**config.mk**
```make
export PLATFORM = sky130hd
export DESIGN_NAME = hopfield_learn_sequencer_flat
export DESIGN_NICKNAME = d
export VERILOG_FILES = /design/src/rtl/hopfield_learn_sequencer_if.sv /design/src/rtl/hopfield_learn_sequencer.sv /design/src/flat_wrapper.sv
export SDC_FILE = /design/constraint.sdc
export NUM_CORES = 1
export LEC_CHECK = 0
export BUFFER_PORTS_ARGS = -buffer_cell sky130_fd_sc_hd__buf_2
export CAP_MARGIN = 20
export CORE_MARGIN = 2
export CORE_UTILIZATION = 60
export DETAILED_ROUTE_END_ITERATION = 12
export PLACE_DENSITY_LB_ADDON = 0.08
export SYNTH_ARGS = -nofsm -noshare
export SYNTH_HDL_FRONTEND = slang
export SYNTH_SLANG_ARGS = --single-unit
```
**constraint.sdc**
```tcl
create_clock -name clk -period 2.9 [get_ports clk]
set_input_delay 0.435 -clock clk [delete_from_list [all_inputs] [get_ports clk]]
set_output_delay 0.435 -clock clk [all_outputs]
set_load 0.005 [all_outputs]
```
**src/rtl/hopfield_learn_sequencer_if.sv**
```systemverilog
// Purpose: bundles the pattern-store, command, recall and network-facing
//   signals of hopfield_learn_sequencer into one interface.
// Signals:
//   pat_wr_en/pat_wr_addr/pat_wr_data  pattern slot write
//   pat_clr                            clear all slot valid bits
//   train_start/recall_start/probe     commands and the recall cue
//   spikes                             spike vector from hopfield_network
//   learning_enable/pattern_input      drive into hopfield_network
//   busy/train_done/result_valid       status and completion pulses
//   result/converged/match_hit/match_idx  recall outcome, held
// Modports: slave = sequencer side, master = controller/bench side.
interface hopfield_learn_sequencer_if #(
  parameter int NUM_PATTERNS = 4
);
  localparam int PW = $clog2(NUM_PATTERNS);

  logic          pat_wr_en;
  logic [PW-1:0] pat_wr_addr;
  logic [3:0]    pat_wr_data;
  logic          pat_clr;
  logic          train_start;
  logic          recall_start;
  logic [3:0]    probe;
  logic [6:0]    spikes;
  logic          learning_enable;
  logic [3:0]    pattern_input;
  logic          busy;
  logic          train_done;
  logic          result_valid;
  logic [3:0]    result;
  logic          converged;
  logic          match_hit;
  logic [PW-1:0] match_idx;

  modport slave (
    input  pat_wr_en, pat_wr_addr, pat_wr_data, pat_clr,
           train_start, recall_start, probe, spikes,
    output learning_enable, pattern_input, busy, train_done,
           result_valid, result, converged, match_hit, match_idx
  );

  modport master (
    output pat_wr_en, pat_wr_addr, pat_wr_data, pat_clr,
           train_start, recall_start, probe, spikes,
    input  learning_enable, pattern_input, busy, train_done,
           result_valid, result, converged, match_hit, match_idx
  );
endinterface

```
**src/rtl/hopfield_learn_sequencer.sv**
```systemverilog
// Purpose: sequences a hopfield_network through training (each valid stored
//   pattern presented with learning_enable for LEARN_CYCLES cycles, one gap
//   cycle after each, EPOCHS passes) and through probe recalls that end on
//   settled spikes[3:0] or on a timeout.
// Ports:
//   clk    rising-edge clock
//   reset  asynchronous, active-high; returns to IDLE and invalidates slots
//   bus    hopfield_learn_sequencer_if.slave (see interface header)
module hopfield_learn_sequencer #(
  parameter int NUM_PATTERNS  = 4,
  parameter int LEARN_CYCLES  = 8,
  parameter int EPOCHS        = 4,
  parameter int STABLE_CYCLES = 4,
  parameter int MAX_RECALL    = 64
) (
  input  logic                       clk,
  input  logic                       reset,
  hopfield_learn_sequencer_if.slave  bus
);
  localparam int PW = $clog2(NUM_PATTERNS);
  localparam int LW = $clog2(LEARN_CYCLES + 1);
  localparam int EW = $clog2(EPOCHS + 1);
  localparam int SW = $clog2(STABLE_CYCLES + 1);
  localparam int RW = $clog2(MAX_RECALL);

  typedef enum logic [1:0] {S_IDLE, S_TRAIN, S_GAP, S_RECALL} state_t;

  state_t                  r_state, w_state_nx;
  logic [3:0]              r_pat [NUM_PATTERNS];
  logic [NUM_PATTERNS-1:0] r_valid, w_valid_nx;
  logic [PW-1:0]           r_slot, w_slot_nx;
  logic [LW-1:0]           r_lcnt, w_lcnt_nx;
  logic [EW-1:0]           r_epoch, w_epoch_nx;
  logic [SW-1:0]           r_stable, w_stable_nx, w_stable_calc;
  logic [RW-1:0]           r_rcnt, w_rcnt_nx;
  logic [3:0]              r_prev, w_prev_nx;
  logic [3:0]              r_probe, w_probe_nx;
  logic                    r_le, w_le_nx;
  logic [3:0]              r_pi, w_pi_nx;
  logic                    r_busy, w_busy_nx;
  logic                    r_td, w_td_nx;
  logic                    r_rv, w_rv_nx;
  logic [3:0]              r_result, w_result_nx;
  logic                    r_conv, w_conv_nx;
  logic                    r_hit, w_hit_nx;
  logic [PW-1:0]           r_midx, w_midx_nx;
  logic [PW:0]             w_first, w_next;
  logic                    w_mhit;
  logic [PW-1:0]           w_midx;
  logic                    w_unused_spikes;

  // {found, index} of the lowest valid slot at or above 'from'
  function automatic logic [PW:0] find_valid(input logic [NUM_PATTERNS-1:0] v,
                                             input int from);
    logic [PW:0] res;
    res = '0;
    for (int i = NUM_PATTERNS - 1; i >= 0; i--)
      if (v[i] && (i >= from)) res = {1'b1, PW'(i)};
    return res;
  endfunction

  assign w_first = find_valid(r_valid, 0);
  assign w_next  = find_valid(r_valid, int'(r_slot) + 1);
  assign w_unused_spikes = ^bus.spikes[6:4];

  // Lowest valid slot equal to the current spike sample
  always_comb begin
    w_mhit = 1'b0;
    w_midx = '0;
    for (int i = NUM_PATTERNS - 1; i >= 0; i--)
      if (r_valid[i] && (r_pat[i] == bus.spikes[3:0])) begin
        w_mhit = 1'b1;
        w_midx = PW'(i);
      end
  end

  assign w_stable_calc = (bus.spikes[3:0] == r_prev) ? r_stable + SW'(1) : '0;

  always_comb begin
    w_state_nx  = r_state;
    w_valid_nx  = r_valid;
    w_slot_nx   = r_slot;
    w_lcnt_nx   = r_lcnt;
    w_epoch_nx  = r_epoch;
    w_stable_nx = r_stable;
    w_rcnt_nx   = r_rcnt;
    w_prev_nx   = r_prev;
    w_probe_nx  = r_probe;
    w_le_nx     = 1'b0;
    w_pi_nx     = 4'd0;
    w_td_nx     = 1'b0;
    w_rv_nx     = 1'b0;
    w_result_nx = r_result;
    w_conv_nx   = r_conv;
    w_hit_nx    = r_hit;
    w_midx_nx   = r_midx;
    case (r_state)
      S_IDLE: begin
        // Clear first so a same-cycle write leaves just that slot valid
        if (bus.pat_clr)   w_valid_nx = '0;
        if (bus.pat_wr_en) w_valid_nx[bus.pat_wr_addr] = 1'b1;
        if (bus.train_start) begin
          if (w_first[PW]) begin
            w_state_nx = S_TRAIN;
            w_slot_nx  = w_first[PW-1:0];
            w_lcnt_nx  = LW'(1);
            w_epoch_nx = '0;
            w_le_nx    = 1'b1;
            w_pi_nx    = r_pat[w_first[PW-1:0]];
          end else begin
            w_td_nx = 1'b1;
          end
        end else if (bus.recall_start) begin
          // The entry edge takes recall sample 0 (no predecessor)
          w_state_nx  = S_RECALL;
          w_probe_nx  = bus.probe;
          w_pi_nx     = bus.probe;
          w_prev_nx   = bus.spikes[3:0];
          w_stable_nx = '0;
          w_rcnt_nx   = RW'(1);
        end
      end
      S_TRAIN: begin
        if (r_lcnt == LW'(LEARN_CYCLES)) begin
          w_state_nx = S_GAP;
        end else begin
          w_lcnt_nx = r_lcnt + LW'(1);
          w_le_nx   = 1'b1;
          w_pi_nx   = r_pi;
        end
      end
      S_GAP: begin
        if (w_next[PW]) begin
          w_state_nx = S_TRAIN;
          w_slot_nx  = w_next[PW-1:0];
          w_lcnt_nx  = LW'(1);
          w_le_nx    = 1'b1;
          w_pi_nx    = r_pat[w_next[PW-1:0]];
        end else begin
          w_epoch_nx = r_epoch + EW'(1);
          if (int'(r_epoch) + 1 < EPOCHS) begin
            w_state_nx = S_TRAIN;
            w_slot_nx  = w_first[PW-1:0];
            w_lcnt_nx  = LW'(1);
            w_le_nx    = 1'b1;
            w_pi_nx    = r_pat[w_first[PW-1:0]];
          end else begin
            w_state_nx = S_IDLE;
            w_td_nx    = 1'b1;
          end
        end
      end
      S_RECALL: begin
        w_pi_nx     = r_probe;
        w_prev_nx   = bus.spikes[3:0];
        w_stable_nx = w_stable_calc;
        w_rcnt_nx   = r_rcnt + RW'(1);
        // Convergence takes precedence over a simultaneous timeout
        if ((w_stable_calc == SW'(STABLE_CYCLES)) || (r_rcnt == RW'(MAX_RECALL - 1))) begin
          w_state_nx  = S_IDLE;
          w_pi_nx     = 4'd0;
          w_rv_nx     = 1'b1;
          w_result_nx = bus.spikes[3:0];
          w_conv_nx   = (w_stable_calc == SW'(STABLE_CYCLES));
          w_hit_nx    = w_mhit;
          w_midx_nx   = w_midx;
        end
      end
      default: w_state_nx = S_IDLE;
    endcase
    w_busy_nx = (w_state_nx != S_IDLE);
  end

  always_ff @(posedge clk or posedge reset) begin
    if (reset) begin
      r_state  <= S_IDLE;
      r_valid  <= '0;
      r_slot   <= '0;
      r_lcnt   <= '0;
      r_epoch  <= '0;
      r_stable <= '0;
      r_rcnt   <= '0;
      r_prev   <= '0;
      r_probe  <= '0;
      r_le     <= 1'b0;
      r_pi     <= '0;
      r_busy   <= 1'b0;
      r_td     <= 1'b0;
      r_rv     <= 1'b0;
      r_result <= '0;
      r_conv   <= 1'b0;
      r_hit    <= 1'b0;
      r_midx   <= '0;
    end else begin
      r_state  <= w_state_nx;
      r_valid  <= w_valid_nx;
      r_slot   <= w_slot_nx;
      r_lcnt   <= w_lcnt_nx;
      r_epoch  <= w_epoch_nx;
      r_stable <= w_stable_nx;
      r_rcnt   <= w_rcnt_nx;
      r_prev   <= w_prev_nx;
      r_probe  <= w_probe_nx;
      r_le     <= w_le_nx;
      r_pi     <= w_pi_nx;
      r_busy   <= w_busy_nx;
      r_td     <= w_td_nx;
      r_rv     <= w_rv_nx;
      r_result <= w_result_nx;
      r_conv   <= w_conv_nx;
      r_hit    <= w_hit_nx;
      r_midx   <= w_midx_nx;
    end
  end

  // Pattern data is not reset; only the valid bits are
  always_ff @(posedge clk) begin
    if ((r_state == S_IDLE) && bus.pat_wr_en)
      r_pat[bus.pat_wr_addr] <= bus.pat_wr_data;
  end

  assign bus.learning_enable = r_le;
  assign bus.pattern_input   = r_pi;
  assign bus.busy            = r_busy;
  assign bus.train_done      = r_td;
  assign bus.result_valid    = r_rv;
  assign bus.result          = r_result;
  assign bus.converged       = r_conv;
  assign bus.match_hit       = r_hit;
  assign bus.match_idx       = r_midx;
endmodule

```
**src/flat_wrapper.sv**
```systemverilog
// flat-port wrapper written by rule: the top's interface ports become plain ports
module hopfield_learn_sequencer_flat 
#(
  parameter int NUM_PATTERNS  = 4,
  parameter int LEARN_CYCLES  = 8,
  parameter int EPOCHS        = 4,
  parameter int STABLE_CYCLES = 4,
  parameter int MAX_RECALL    = 64
)
  (clk, reset, bus_pat_wr_en, bus_pat_wr_addr, bus_pat_wr_data, bus_pat_clr, bus_train_start, bus_recall_start, bus_probe, bus_spikes, bus_learning_enable, bus_pattern_input, bus_busy, bus_train_done, bus_result_valid, bus_result, bus_converged, bus_match_hit, bus_match_idx);
  hopfield_learn_sequencer_if #(.NUM_PATTERNS(NUM_PATTERNS)) bus_i ();
  input  logic clk;
  input  logic reset;
  input wire logic [$bits(bus_i.pat_wr_en)-1:0] bus_pat_wr_en;
  input wire logic [$bits(bus_i.pat_wr_addr)-1:0] bus_pat_wr_addr;
  input wire logic [$bits(bus_i.pat_wr_data)-1:0] bus_pat_wr_data;
  input wire logic [$bits(bus_i.pat_clr)-1:0] bus_pat_clr;
  input wire logic [$bits(bus_i.train_start)-1:0] bus_train_start;
  input wire logic [$bits(bus_i.recall_start)-1:0] bus_recall_start;
  input wire logic [$bits(bus_i.probe)-1:0] bus_probe;
  input wire logic [$bits(bus_i.spikes)-1:0] bus_spikes;
  output wire logic [$bits(bus_i.learning_enable)-1:0] bus_learning_enable;
  output wire logic [$bits(bus_i.pattern_input)-1:0] bus_pattern_input;
  output wire logic [$bits(bus_i.busy)-1:0] bus_busy;
  output wire logic [$bits(bus_i.train_done)-1:0] bus_train_done;
  output wire logic [$bits(bus_i.result_valid)-1:0] bus_result_valid;
  output wire logic [$bits(bus_i.result)-1:0] bus_result;
  output wire logic [$bits(bus_i.converged)-1:0] bus_converged;
  output wire logic [$bits(bus_i.match_hit)-1:0] bus_match_hit;
  output wire logic [$bits(bus_i.match_idx)-1:0] bus_match_idx;
  assign bus_i.pat_wr_en = bus_pat_wr_en;
  assign bus_i.pat_wr_addr = bus_pat_wr_addr;
  assign bus_i.pat_wr_data = bus_pat_wr_data;
  assign bus_i.pat_clr = bus_pat_clr;
  assign bus_i.train_start = bus_train_start;
  assign bus_i.recall_start = bus_recall_start;
  assign bus_i.probe = bus_probe;
  assign bus_i.spikes = bus_spikes;
  assign bus_learning_enable = bus_i.learning_enable;
  assign bus_pattern_input = bus_i.pattern_input;
  assign bus_busy = bus_i.busy;
  assign bus_train_done = bus_i.train_done;
  assign bus_result_valid = bus_i.result_valid;
  assign bus_result = bus_i.result;
  assign bus_converged = bus_i.converged;
  assign bus_match_hit = bus_i.match_hit;
  assign bus_match_idx = bus_i.match_idx;
  hopfield_learn_sequencer #(.NUM_PATTERNS(NUM_PATTERNS), .LEARN_CYCLES(LEARN_CYCLES), .EPOCHS(EPOCHS), .STABLE_CYCLES(STABLE_CYCLES), .MAX_RECALL(MAX_RECALL)) u_core (.clk(clk), .reset(reset), .bus(bus_i));
endmodule
```
## After elaboration in Yosys (flattened, before gate mapping)

Memories as Yosys holds them, arrays and structs flattened.
Cells that the tools add are included.

- Word-level logic and storage cells: 152
- Input port bits: 23
- Bits in writable memories: 16
- Register bits after elaboration: 48
- Memories kept: 1

- Eq/ne operators: 19
- Reductions and logical operators: 22
- Mux-type cells: 77
- Magnitude comparators: 7
- Add/subtract/negate cells: 6
- Bitwise gates (word level): 2

Memory list:

| memory | depth | bits a word | rd ports | clocked after Yosys merged registers in | write ports | RTL line | RTL |
|---|---|---|---|---|---|---|---|
| u_core.r_pat | 4 | 4 | 6 | 0 | 1 | hopfield_learn_sequencer.sv:29 | `logic [3:0] r_pat [NUM_PATTERNS];` |

Operator list:

| kind | count |
|---|---|
| 4-bit two-way mux | 17 |
| 3-bit by 32-bit >= comparator with 1-bit output (first input constant) | 2 |
| 3-bit two-way mux | 14 |
| 1-bit by 32-bit >= comparator with 1-bit output (first input constant) | 1 |
| 2-bit by 32-bit >= comparator with 1-bit output (first input constant) | 1 |
| 32-bit by 4-bit < comparator with 1-bit output (second input constant) | 1 |
| 2-bit two-way mux | 14 |
| 4-bit equality test | 5 |
| 1-bit two-way mux | 19 |
| 4-bit one-hot mux with 4 select lines | 1 |
| 6-bit two-way mux | 2 |
| 3-bit one-hot mux with 2 select lines | 2 |
| 4-bit one-hot mux with 3 select lines | 1 |
| 6-bit one-hot mux with 2 select lines | 1 |
| 1-bit logical AND | 10 |
| 2-bit != test (second input constant) | 5 |
| 2-bit one-hot mux with 4 select lines | 1 |
| 4-bit one-hot mux with 2 select lines | 1 |
| 4-bit AND reduction | 2 |
| 3-bit by 1-bit adder with 3-bit output (second input constant) | 2 |
| 6-bit by 1-bit adder with 6-bit output (second input constant) | 1 |
| 6-bit equality test (second input constant) | 1 |
| 3-bit AND reduction | 2 |
| 2-bit nonzero test | 3 |
| 22 further kinds | 24 |

## Longest topological paths before layout

Gate-level depths: netlist of the first run.

- Word-level depth: 10
- Depth in mapped cells: 8
- Mapped depth without buffers: 7

## Worst setup path before layout of the first run

Ideal clock, no wire load.

- Kind: input-to-reg
- Start point: input port bus_spikes[0]
- End point: register u_core.r_result[2] (netlist: u_core.bus.result[2])
- Setup slack: 0.928 ns
- Arrival: 1.845 ns
- Stages: 8
- Library setup time: 0.127 ns
- Path through: buf_2 > xor2_1 > nor4_4 > a21oi_2 > nand2b_1 > buf_6 > inv_2 > mux2_1

- Cells in the longest elaborated chain, start to end: 5

RTL lines:

| what | RTL line | RTL |
|---|---|---|
| start: declaration | flat_wrapper.sv:21 | `input wire logic [$bits(bus_i.spikes)-1:0] bus_spikes;` |
| 4-bit equality test | hopfield_learn_sequencer.sv:77 | `assign w_stable_calc = (bus.spikes[3:0] == r_prev) ? r_stable + SW'(1) : '0;` |
| 3-bit two-way mux | hopfield_learn_sequencer.sv:77 |  |
| 3-bit equality test | hopfield_learn_sequencer.sv:159 | `if ((w_stable_calc == SW'(STABLE_CYCLES)) \|\| (r_rcnt == RW'(MAX_RECALL - 1))) begin` |
| 1-bit logical OR | hopfield_learn_sequencer.sv:159 |  |
| 2-bit AND reduction (no source line) | -- |  |
| end signal: assignment | hopfield_learn_sequencer.sv:209 | `r_result <= w_result_nx;` |
| end: declaration | hopfield_learn_sequencer.sv:43 | `logic [3:0] r_result, w_result_nx;` |

Every way passes these cells.
A chain may end at the register's enable or synchronous reset.

## Final worst setup path of the first run

- Start point: register u_core.r_valid[1]
- End point: register u_core.r_slot[0]

- Cells in the longest elaborated chain, start to end: 5
- Elaborated cells between the ends (all ways): 13

RTL lines:

| what | RTL line | RTL |
|---|---|---|
| start: declaration | hopfield_learn_sequencer.sv:30 | `logic [NUM_PATTERNS-1:0] r_valid, w_valid_nx;` |
| start signal: assignment | hopfield_learn_sequencer.sv:196 | `r_valid <= w_valid_nx;` |
| 3-bit two-way mux / 1-bit logical AND (equally long branches) | hopfield_learn_sequencer.sv:58 | `if (v[i] && (i >= from)) res = {1'b1, PW'(i)};` |
| 3-bit two-way mux | hopfield_learn_sequencer.sv:58 |  |
| 2-bit two-way mux (tied with other cells) | hopfield_learn_sequencer.sv:141 | `if (int'(r_epoch) + 1 < EPOCHS) begin` |
| 2-bit two-way mux (tied with other cells) | hopfield_learn_sequencer.sv:133 | `if (w_next[PW]) begin` |
| 2-bit one-hot mux with 2 select lines / 4-bit AND reduction (equally long branches) | -- |  |
| end signal: assignment | hopfield_learn_sequencer.sv:197 | `r_slot <= w_slot_nx;` |
| end: declaration | hopfield_learn_sequencer.sv:31 | `logic [PW-1:0] r_slot, w_slot_nx;` |

Parallel ways exist; a longest one is shown, timed or not. The select of a mux whose other input is x is not followed.

==> out/qor_table.md, run 1 <==
| Item | Reported | Unit |
|---|---|---|
| Number of remaining DRC errors | 0 | - |
| Req. time, crit path | 3.12 | ns |
| Number of buffer cells added on primary ports | 35 | - |
| Post-route fraction of the period consumed by the critical path | 0.752 | - |
| Post-synthesis instance area | 3420 | um2 |
| Overall power | 3.37 | mW |
| Total clock sinks | 64 | - |
| Antenna cell count | 0 | - |
| TNS Setup | 0 | ns |
| Startpoint of the most critical register-to-register path | u_core.r_valid[1]$_DFFE_PP0P_ | - |
| Proportion of layout cells with a drive suffix above 1 | 0.171 | - |
| Actual slew at the worst max-slew pin | 0.850 | ns |
| Power density normalized to cell area | 883 | nW/um2 |
| Library cell contributing the largest single delay on the critical path | sky130_fd_sc_hd__nor4_1 | - |
| Post-detailed-route count of antenna-violating nets | 0 | - |
| Most frequent cells in the layout | sky130_fd_sc_hd__nand2_1 (49), sky130_fd_sc_hd__dfrtp_1 (48), sky130_fd_sc_hd__buf_2 (35) | - |
| YS warnings | 0 | - |
| Kind of path behind the tightest hold check | primary input to async pin | - |
| Post-synth net total | 364 | - |
| Most frequent standard cell in the layout excluding fill and tap cells | sky130_fd_sc_hd__nand2_1 | - |
| Reg-to-reg endpoint | u_core.r_slot[0]$_DFFE_PP0P_ | - |
| Area of the placeable core | 5510 | um2 |
| Die area | 6320 | um2 |
| Final weighted congestion in routability-driven placement | 0.886 | - |
| Fmax | 458 | MHz |
| CP Buf/Inv Count | 0 | - |
| Longest individual stage delay on the worst path | 0.60 | ns |
| Signal arrival time at the worst endpoint | 2.41 | ns |
| Filler cells | 421 | - |
| Critical path cell sequence | nor4_1 -> nor2_1 -> o21ai_2 -> mux2_2 | - |
| Category of cells accounting for the largest share of critical-path delay | simple AND/OR/NAND/NOR gates | - |
| Final hold viol count | 0 | - |
| Global-route wire length before repair | 12300 | um |
| Register-to-Register Path Depth | 4 | - |
| Routed vias/inst | 5.91 | - |
| Top-Level Pins | 39 | - |
| # rows | 27 | - |
| Sum of net half-perimeters after detailed placement | 5210 | um |
| Via count of the first global-routing pass | 2469 | - |
| RSZ-0062 raised after global routing | false | - |
| First-iteration detailed-routing DRC count | 198 | - |
| Clock edge transition at the registers on the reported setup and hold paths | 0.07 | ns |
| Overall Global Routing Usage | 0.257 | - |
| Total setup violations reported at the end of the flow | 0 | - |
| Number of max-slew violations in the final report | 0 | - |
| DR vias | 2641 | - |
| Worst setup path class | flop to flop | - |
| Critical path origin | u_core.r_valid[1]$_DFFE_PP0P_ | - |
| Sequential-to-total area share from yosys stat | 0.491 | - |
| Static power due to leakage | 1.69 | nW |
| Routed wire length per instance | 16.0 | um |
| Multi-input combinational cell area | 1640 | um2 |
| Headroom to the max-slew limit | 0.429 | - |
| Nature of the critical path startpoint | flop | - |
| Max H-tree Level | 3 | - |
| Critical-path maximum fanout | 12 | - |
| Sequential cell area | 1680 | um2 |
| Ys flop type | sky130_fd_sc_hd__dfrtp_1 | - |
| Clock root buffer master | sky130_fd_sc_hd__clkbuf_8 | - |
| Post-detailed-routing wire length | 7160 | um |
| Post-synthesis cell count | 336 | - |
| Mean post-synth cell area | 10.2 | um2 |
| Post-synthesis to final-layout area growth | 11.5 | % |
| Min Tclk post-route | 2.18 | ns |
| Clock tree from TritonCTS | done | - |
| Maximum number of pins on one net before global-route repair | 49 | - |
| Gr ovfl total | 0 | - |
| Number of synthesized flops with an enable pin | 16 | - |
| Die boundary width | 79.5 | um |
| Maximum ir drop on the vdd rail | 0.514 | mV |
| DIE HEIGHT | 79.5 | um |
| Number of nets in the layout | 400 | - |
| Max-capacitance violation count | 0 | - |
| Non-filler instance count after layout | 447 | - |
| Library cells used by synthesis | 55 | - |
| Crit. End Element | flop | - |
| Number of detailed-route iterations in the first pass | 4 | - |
| Maximum buffer depth of the clock tree | 2 | - |
| Yosys reg bits | 64 | - |
| Status | completed | - |
| Starting density of the core | 0.621 | - |
| Total setup buffers inserted after CTS | 0 | - |
| Utilization after layout | 0.693 | - |
| Later-pin clock latency in the skew report | 0.34 | ns |
| Antenna violations before repair | 0 | - |
| Inserted Clock Buffers | 9 | - |
| Async SR Flop Fraction | 0.750 | - |
| Worst clock skew | 0.00831 | ns |
| CTS-repair resized insts | 0 | - |
| # hold bufs at CTS | 0 | - |
| Slack of the worst reg-to-reg path | 0.72 | ns |
| Cell count after placement | 432 | - |
## per-stage QoR
step                      area [um2]  hold slack, ns  worst slack (ns)
after floorplan                 3420           0.437             0.928
after global placement          3630           0.458             0.675
after detailed placement        3630           0.468             0.665
after CTS                       3790           0.298             0.743
after global routing            3810           0.124             0.516
final                           3810           0.105             0.718
## how the worst max path moves through the flow
stage | endpoint | slack, ns | cells after the start
2_1_floorplan | u_core.bus.result[2]$_DFFE_PP0P_ | 0.93 | 8
3_3_place_gp | u_core.bus.result[2]$_DFFE_PP0P_ | 0.68 | 7
5_1_grt | u_core.r_slot[0]$_DFFE_PP0P_ | 0.52 | 4
6_report | u_core.r_slot[0]$_DFFE_PP0P_ | 0.72 | 4
3_5_place_dp | u_core.bus.result[1]$_DFFE_PP0P_ | 0.66 | 7
4_1_cts | u_core.bus.result[1]$_DFFE_PP0P_ | 0.74 | 7
## cell families (layout without fill, tap and decap cells)
logic type | count (synthesis) | in the layout | synth area share
xor gates and xnor gates | 23 | 23 | 0.0589
buffers and inverters | 22 | 61 | 0.0307
AOI/OAI and AO/OA | 79 | 79 | 0.159
muxes | 11 | 11 | 0.0450
and+or+nand+nor | 132 | 132 | 0.197
DFF | 64 | 64 | 0.491
adders and majority gates | 5 | 5 | 0.0183
## layer usage
metal  wire length, um  global-route usage
met1              3370               0.359
met2              3330               0.397
met4                65              0.0948
met5                 0                   0
met3               399              0.0566
## Yosys cell counts (all sizes together) (3+ instances only)
cell | count | area share
buf | 8 | 0.015
mux2i | 3 | 0.0088
nor2 | 24 | 0.026
nand3b | 5 | 0.011
nand2b | 6 | 0.011
nand3 | 8 | 0.012
a21oi | 10 | 0.016
xor2 | 16 | 0.041
o2bb2ai | 5 | 0.013
xnor2 | 7 | 0.018
and2 | 7 | 0.013
nand2 | 49 | 0.054
a221oi | 3 | 0.0077
and3 | 3 | 0.0055
a22o | 3 | 0.0077
dfrtp | 48 | 0.35
a21o | 8 | 0.018
o31ai | 3 | 0.0066
nand4 | 4 | 0.0073
clkbuf | 5 | 0.0055
nor3 | 10 | 0.016
mux4 | 3 | 0.020
edfxtp | 16 | 0.14
mux2 | 5 | 0.016
a22oi | 3 | 0.0066
nor2b | 5 | 0.0091
ha | 5 | 0.018
a31oi | 8 | 0.015
nor4 | 6 | 0.015
inv | 9 | 0.0099
o21ai | 22 | 0.033
## flip-flops by register name, indices dropped and copies added, names as in the netlist
register,count
u_core.bus.busy,1
u_core.bus.converged,1
u_core.bus.learning_enable,1
u_core.bus.match_hit,1
u_core.bus.match_idx,2
u_core.bus.pattern_input,4
u_core.bus.result,4
u_core.bus.result_valid,1
u_core.bus.train_done,1
u_core.r_epoch,3
u_core.r_lcnt,4
u_core.r_pat,16
u_core.r_prev,4
u_core.r_probe,4
u_core.r_rcnt,6
u_core.r_slot,2
u_core.r_stable,3
u_core.r_state,2
u_core.r_valid,4
## cell type report
class / count / area share
Clock inverter: 1 / 0.00131
Tap cell: 72 / 0.0236
Multi-Input combinational cell: 250 / 0.429
Timing Repair Buffer: 38 / 0.0551
Inverter: 9 / 0.00886
Clock buffer: 13 / 0.0417
Sequential cell: 64 / 0.441
## power breakdown
part | internal [mW] | switching (mW) | total (mW)
registers | 1.15 | 0.261 | 1.42
logic | 0.544 | 0.749 | 1.29
clock network | 0.347 | 0.313 | 0.659
Note: power is estimated with default switching activity, not from simulation.
==> inputs of run 2 (changes only) <==
--- a/config.mk
+++ b/config.mk
@@ -5,10 +5,11 @@
 export SDC_FILE = /design/constraint.sdc
 export NUM_CORES = 1
 export LEC_CHECK = 0
+export ABC_AREA = 1
 export BUFFER_PORTS_ARGS = -buffer_cell sky130_fd_sc_hd__buf_2
 export CAP_MARGIN = 20
 export CORE_MARGIN = 2
-export CORE_UTILIZATION = 60
+export CORE_UTILIZATION = 53
 export DETAILED_ROUTE_END_ITERATION = 12
 export PLACE_DENSITY_LB_ADDON = 0.08
 export SYNTH_ARGS = -nofsm -noshare
==> constraint.sdc (replaced) <==
create_clock -name clk -period 1.9 [get_ports clk]
set_input_delay 0.285 -clock clk [delete_from_list [all_inputs] [get_ports clk]]
set_output_delay 0.285 -clock clk [all_outputs]
set_load 0.005 [all_outputs]
==> out/qor_table.md, run 2 <==
| Item | Reported | Unit |
|---|---|---|
| Status | completed | - |
| Area of the placeable core | 6390 | um2 |
| Seq pwr share | 0.352 | - |
| Routed vias/inst | 5.34 | - |
| Critical-path maximum fanout | 10 | - |
| Top-Level Pins | 39 | - |
| Post-synthesis cell count | 446 | - |
| Post-detailed-routing wire length | 7950 | um |
| Post-detailed-route count of antenna-violating nets | 0 | - |
| Fmax | 587 | MHz |
| Multi-input combinational cell area | 1600 | um2 |
| Req. time, crit path | 2.11 | ns |
| Maximum buffer depth of the clock tree | 2 | - |
| Final Hold Slack | 0.0927 | ns |
| Mean post-synth cell area | 7.90 | um2 |
| Post-synth net total | 474 | - |
| Headroom to the max-slew limit | 0.597 | - |
| Ys flop type | sky130_fd_sc_hd__dfrtp_1 | - |
| Top area cells in the synthesized netlist | sky130_fd_sc_hd__dfrtp_1 (34%), sky130_fd_sc_hd__nand2_1 (14%), sky130_fd_sc_hd__edfxtp_1 (14%) | - |
| Gr ovfl total | 0 | - |
| Routed wire length per instance | 13.7 | um |
| DIE HEIGHT | 85.5 | um |
| Clock tree from TritonCTS | done | - |
| Proportion of layout cells with a drive suffix above 1 | 0.183 | - |
| Top cells by instance count after synthesis | sky130_fd_sc_hd__nand2_1 (134), sky130_fd_sc_hd__inv_1 (54), sky130_fd_sc_hd__dfrtp_1 (48) | - |
| Power density normalized to cell area | 1450 | nW/um2 |
| Library cell with the largest summed area after synthesis | sky130_fd_sc_hd__dfrtp_1 | - |
| Worst setup path class | flop to flop | - |
| Total setup buffers inserted after CTS | 0 | - |
| Async SR Flop Fraction | 0.750 | - |
| Filler cells | 579 | - |
| Leading registers by flop count | u_core.r_pat x16, u_core.r_rcnt x6 | - |
| Number of nets in the layout | 526 | - |
| Most frequent cells in the layout | sky130_fd_sc_hd__nand2_1 (134), sky130_fd_sc_hd__inv_1 (53), sky130_fd_sc_hd__dfrtp_1 (48) | - |
| Antenna cell count | 0 | - |
| Cell with the most instances after synthesis | sky130_fd_sc_hd__nand2_1 | - |
| Number of remaining DRC errors | 0 | - |
| Number of buffer cells added on primary ports | 35 | - |
| Synth top area share | 0.341 | - |
| First-iteration detailed-routing DRC count | 231 | - |
| Die boundary width | 85.5 | um |
| Power share of the combinational group | 0.462 | - |
| Overall Global Routing Usage | 0.235 | - |
| RSZ-0062 raised after global routing | false | - |
| Sequential cell area | 1680 | um2 |
| Net switching component of the power | 2.49 | mW |
| Nature of the critical path startpoint | flop | - |
| Most flop-heavy register | u_core.r_pat | - |
| Via count of the first global-routing pass | 2921 | - |
| Post-route fraction of the period consumed by the critical path | 0.897 | - |
| Final weighted congestion in routability-driven placement | 0.873 | - |
| Crit. End Element | flop | - |
| Min Tclk post-route | 1.70 | ns |
| Die area | 7320 | um2 |
| Global-route wire length before repair | 13500 | um |
| Post-synthesis to final-layout area growth | 14.6 | % |
| Kind of path behind the tightest hold check | primary input to async pin | - |
| Maximum ir drop on the vdd rail | 0.848 | mV |
| Cell-internal power | 3.34 | mW |
| Max-capacitance violation count | 0 | - |
| Number of synthesized flops with an enable pin | 16 | - |
| Sum of net half-perimeters after detailed placement | 6140 | um |
| Post-synthesis instance area | 3520 | um2 |
| Clock root buffer master | sky130_fd_sc_hd__clkbuf_8 | - |
| Clock network fraction of total power | 0.186 | - |
| Later-pin clock latency in the skew report | 0.34 | ns |
| Sequential-to-total area share from yosys stat | 0.477 | - |
| Worst clock skew | 0.00971 | ns |
| Clock edge transition at the registers on the reported setup and hold paths | 0.07 | ns |
| Total setup violations reported at the end of the flow | 0 | - |
| Inserted Clock Buffers | 9 | - |
| Yosys reg bits | 64 | - |
| DR vias | 3097 | - |
| YS warnings | 0 | - |
| Library cells used by synthesis | 31 | - |
| Max reg flops | 16 | - |
| Antenna violations before repair | 0 | - |
| Max H-tree Level | 3 | - |
| Number of detailed-route iterations in the first pass | 4 | - |
| Maximum number of pins on one net before global-route repair | 49 | - |
| Switching power share of the total | 0.428 | - |
| Final hold viol count | 0 | - |
| TNS Setup | 0 | ns |
| # rows | 29 | - |
| Number of max-slew violations in the final report | 0 | - |
| Starting density of the core | 0.552 | - |
| Actual slew at the worst max-slew pin | 0.604 | ns |
| Total clock sinks | 64 | - |
| Static power due to leakage | 2.08 | nW |
| Signal arrival time at the worst endpoint | 1.92 | ns |
| Most frequent standard cell in the layout excluding fill and tap cells | sky130_fd_sc_hd__nand2_1 | - |
-- run 2: changes by cell type after synthesis, sizes merged, moves of 8 or more --
| cell | previous run | this run |
|---|---|---|
| nor3 | 10 | 1 |
| nor2 | 24 | 39 |
| nand4 | 4 | 13 |
| a31oi | 8 | 0 |
| xor2 | 16 | 4 |
| nand2 | 49 | 145 |
| inv | 9 | 60 |
| nand3 | 8 | 46 |
| o22ai | 0 | 10 |
| a21o | 8 | 0 |
| o21ai | 22 | 33 |
-- run 2: cell families after synthesis --
group,count (synthesis),synth area share
and+or+nand+nor,249,0.320
buffers and inverters,65,0.0721
DFF,64,0.477
AOI/OAI and AO/OA,55,0.0934
xor gates and xnor gates,8,0.0199
adders and majority gates,5,0.0178
-- run 2: per-stage QoR --
stage               utilization  area [um2]  setup slack, ns  total power [mW]  cells
finish                    0.632        4040            0.196              5.83    580
global route              0.632        4040          0.00807              6.39    580
CTS                       0.631        4030            0.121              5.82    580
detailed placement        0.603        3850            0.128              4.73    564
global placement          0.603        3850            0.228              4.66    564
floorplan                     -        3520            0.371              3.89    446
-- run 2: final timing paths --
path / slack (ns) / depth (start not counted) / from / to
setup / recovery: 0.20 / 8 / u_core.r_state[1]$_DFF_PP0_ / u_core.r_stable[2]$_DFFE_PP0P_
hold / removal: 0.09 / 3 / reset / u_core.bus.result[1]$_DFFE_PP0P_
setup reg to reg: 0.20 / 8 / u_core.r_state[1]$_DFF_PP0_ / u_core.r_stable[2]$_DFFE_PP0P_
hold reg to reg: 0.48 / 2 / u_core.bus.result[2]$_DFFE_PP0P_ / u_core.bus.result[2]$_DFFE_PP0P_
max in group asynchronous: 1.39 / 3 / reset / u_core.r_valid[2]$_DFFE_PP0P_
min in group clk: 0.16 / 3 / bus_probe[1] / u_core.r_probe[1]$_DFFE_PP0P_
-- run 2: layout make-up --
| class | instances | area share |
|---|---|---|
| clock buffer | 11 | 0.0325 |
| timing repair buffer | 46 | 0.0639 |
| inverter | 60 | 0.0558 |
| tap | 77 | 0.0239 |
| multi-input combinational | 317 | 0.396 |
| clock inverter | 5 | 0.0118 |
| sequential | 64 | 0.417 |
-- run 2: metal layers --
metal,share of wire,vias to the layer above,wire (um),global-route usage
met5,0,-,0,0
met4,0.021,0,165,0.0909
met3,0.040,16,315,0.0385
met2,0.48,62,3790,0.381
met1,0.46,1451,3680,0.319
li1,-,1568,-,-
-- run 2: what timing repair did --
item	in CTS	in global routing
hold buffers	0	0
setup endpoints to repair	0	3
gates resized for setup	0	2
hold endpoints to repair	0	0
-- run 2: critical path, stage by stage, from the launching register on --
cell	delay, ns
sky130_fd_sc_hd__dfrtp_1	0.44
sky130_fd_sc_hd__nor2_4	0.14
sky130_fd_sc_hd__inv_2	0.06
sky130_fd_sc_hd__nor2_1	0.12
sky130_fd_sc_hd__nand2_1	0.17
sky130_fd_sc_hd__inv_2	0.15
sky130_fd_sc_hd__nor2_1	0.11
sky130_fd_sc_hd__buf_4	0.18
sky130_fd_sc_hd__a22o_1	0.21
-- run 2: power groups by stage --
stage          Combinational, mW  Clock [mW]  Sequential (mW)
3_3_place_gp                2.60           0             2.06
3_5_place_dp                2.66           0             2.07
5_1_grt                     3.13        1.16             2.09
2_1_floorplan               1.90           0             2.00
4_1_cts                     2.68        1.10             2.04
6_report                    2.70        1.09             2.05
==> inputs of run 3 (changes only) <==
--- a/config.mk
+++ b/config.mk
@@ -9,7 +9,7 @@
 export BUFFER_PORTS_ARGS = -buffer_cell sky130_fd_sc_hd__buf_2
 export CAP_MARGIN = 20
 export CORE_MARGIN = 2
-export CORE_UTILIZATION = 53
+export CORE_UTILIZATION = 28
 export DETAILED_ROUTE_END_ITERATION = 12
 export PLACE_DENSITY_LB_ADDON = 0.08
 export SYNTH_ARGS = -nofsm -noshare
==> out/qor_table.md, run 3 (synthesis results as in run 2) <==
| Item | Reported | Unit |
|---|---|---|
| Status | completed | - |
| Final critical-path setup slack | 0.179 | ns |
| TNS Setup | 0 | ns |
| Critical-path maximum fanout | 9 | - |
| Max H-tree Level | 3 | - |
| Leading registers by flop count | u_core.r_pat x16, u_core.r_rcnt x6 | - |
| Number of remaining DRC errors | 0 | - |
| Top-Level Pins | 39 | - |
| Area of the placeable core | 12200 | um2 |
| Clock tree from TritonCTS | done | - |
| Seq pwr share | 0.327 | - |
| Maximum number of pins on one net before global-route repair | 30 | - |
| DR vias | 3085 | - |
| Cell-internal power | 3.63 | mW |
| Antenna violations before repair | 0 | - |
| Headroom to the max-slew limit | 0.696 | - |
| Inserted Clock Buffers | 9 | - |
| Fmax | 581 | MHz |
| Power density normalized to cell area | 1460 | nW/um2 |
| Worst Setup Slack post-DPL | 0.197 | ns |
| Most frequent cells in the layout | sky130_fd_sc_hd__nand2_1 (134), sky130_fd_sc_hd__inv_1 (53), sky130_fd_sc_hd__dfrtp_1 (48) | - |
| Routed wire length per instance | 13.8 | um |
| CTS-repair resized insts | 0 | - |
| Via count of the first global-routing pass | 2974 | - |
| Final hold viol count | 0 | - |
| Signal arrival time at the worst endpoint | 1.98 | ns |
| Most frequent standard cell in the layout excluding fill and tap cells | sky130_fd_sc_hd__nand2_1 | - |
| Static power due to leakage | 2.13 | nW |
| Net switching component of the power | 2.61 | mW |
| Post-detailed-route count of antenna-violating nets | 0 | - |
| Final Hold Slack | 0.156 | ns |
| Most flop-heavy register | u_core.r_pat | - |
| Die boundary width | 116 | um |
| Overall Global Routing Usage | 0.154 | - |
| Critical path origin | u_core.r_epoch[0]$_DFFE_PP0P_ | - |
| Number of nets in the layout | 530 | - |
| Clock edge transition at the registers on the reported setup and hold paths | 0.05 | ns |
| Clock network fraction of total power | 0.234 | - |
| Gr ovfl total | 0 | - |
| Startpoint of the most critical register-to-register path | u_core.r_epoch[0]$_DFFE_PP0P_ | - |
| Number of detailed-route iterations in the first pass | 4 | - |
| Proportion of layout cells with a drive suffix above 1 | 0.181 | - |
| Post-route fraction of the period consumed by the critical path | 0.906 | - |
| Switching power share of the total | 0.418 | - |
| Global-route wire length before repair | 15400 | um |
| DIE HEIGHT | 116 | um |
| Number of buffer cells added on primary ports | 35 | - |
| Min Tclk post-route | 1.72 | ns |
| Max-capacitance violation count | 0 | - |
| Total clock sinks | 64 | - |
| Maximum buffer depth of the clock tree | 2 | - |
| Nature of the critical path startpoint | flop | - |
| Utilization after layout | 0.351 | - |
| Routed vias/inst | 4.57 | - |
| Number of max-slew violations in the final report | 0 | - |
| # rows | 40 | - |
| Worst clock skew | 0.00643 | ns |
| Cell count after placement | 658 | - |
| Final weighted congestion in routability-driven placement | 0.848 | - |
| Startpoint of the lowest-slack hold path | bus_probe[0] | - |
| Sum of net half-perimeters after detailed placement | 7220 | um |
| Req. time, crit path | 2.16 | ns |
| Post-detailed-routing wire length | 9340 | um |
| Later-pin clock latency in the skew report | 0.34 | ns |
| Post-synthesis to final-layout area growth | 21.0 | % |
| Kind of path behind the tightest hold check | primary input to flop | - |
| Finished layout cell area | 4260 | um2 |
| Overall power | 6.24 | mW |
| Power share of the combinational group | 0.439 | - |
| First-iteration detailed-routing DRC count | 187 | - |
| RSZ-0062 raised after global routing | false | - |
| Antenna cell count | 0 | - |
| Starting density of the core | 0.290 | - |
| Clock root buffer master | sky130_fd_sc_hd__clkbuf_16 | - |
| Total setup violations reported at the end of the flow | 0 | - |
| Worst setup path class | flop to flop | - |
| Die area | 13500 | um2 |
| Post-Place Cell Area | 4000 | um2 |
| Non-filler instance count after layout | 675 | - |
| Maximum ir drop on the vdd rail | 0.434 | mV |
| Actual slew at the worst max-slew pin | 0.455 | ns |
| Crit. End Element | flop | - |
| Max reg flops | 16 | - |
run 3: power groups by stage:
stage | Combinational [mW] | Clock [mW] | Sequential [mW]
after CTS | 2.78 | 1.51 | 2.05
after global placement | 2.75 | 0 | 2.07
after global routing | 3.18 | 1.56 | 2.10
final | 2.74 | 1.46 | 2.04
after detailed placement | 2.76 | 0 | 2.07
after floorplan | 1.90 | 0 | 2.00
run 3: path summary, 6_finish.rpt:
kind / endpoint / slack, ns / cells after the start
worst min register to register: u_core.bus.result[0]$_DFFE_PP0P_ / 0.47 / 2
worst min-delay path: u_core.r_probe[0]$_DFFE_PP0P_ / 0.16 / 3
max in group asynchronous: u_core.r_valid[3]$_DFFE_PP0P_ / 0.89 / 4
min in group asynchronous: u_core.r_stable[2]$_DFFE_PP0P_ / 0.50 / 3
worst max-delay path: u_core.r_lcnt[2]$_DFFE_PP0P_ / 0.18 / 9
worst max register to register: u_core.r_lcnt[2]$_DFFE_PP0P_ / 0.18 / 9
run 3: worst max-delay path, cell delays in order, from the launching register on:
cell	delay, ns
sky130_fd_sc_hd__dfrtp_1	0.40
sky130_fd_sc_hd__ha_1	0.22
sky130_fd_sc_hd__xor2_1	0.17
sky130_fd_sc_hd__nor2_1	0.09
sky130_fd_sc_hd__o21ai_1	0.18
sky130_fd_sc_hd__nand3_1	0.15
sky130_fd_sc_hd__buf_4	0.19
sky130_fd_sc_hd__nand3_1	0.07
sky130_fd_sc_hd__nand2_1	0.05
sky130_fd_sc_hd__a21oi_1	0.12
run 3: what timing repair did:
| action | 4_1_cts | 5_1_grt |
|---|---|---|
| hold buffers | 1 | 0 |
| setup buffers | 0 | 0 |
| endpoints found under the hold margin | 19 | 0 |
run 3: layer usage:
metal,up-vias,track usage,wire length [um]
li1,1569,-,-
met1,1444,0.203,4470
met2,58,0.240,4260
met3,14,0.0275,344
met4,0,0.0881,271
met5,-,0,0
run 3: cell type report:
class | instances | area, um2
timing repair buffer | 50 | 303
clock inverter | 5 | 23.8
fill | 1296 | 7900
sequential | 64 | 1680
inverter | 60 | 225
clock buffer | 11 | 233
multi-input combinational | 317 | 1590
tap | 168 | 210
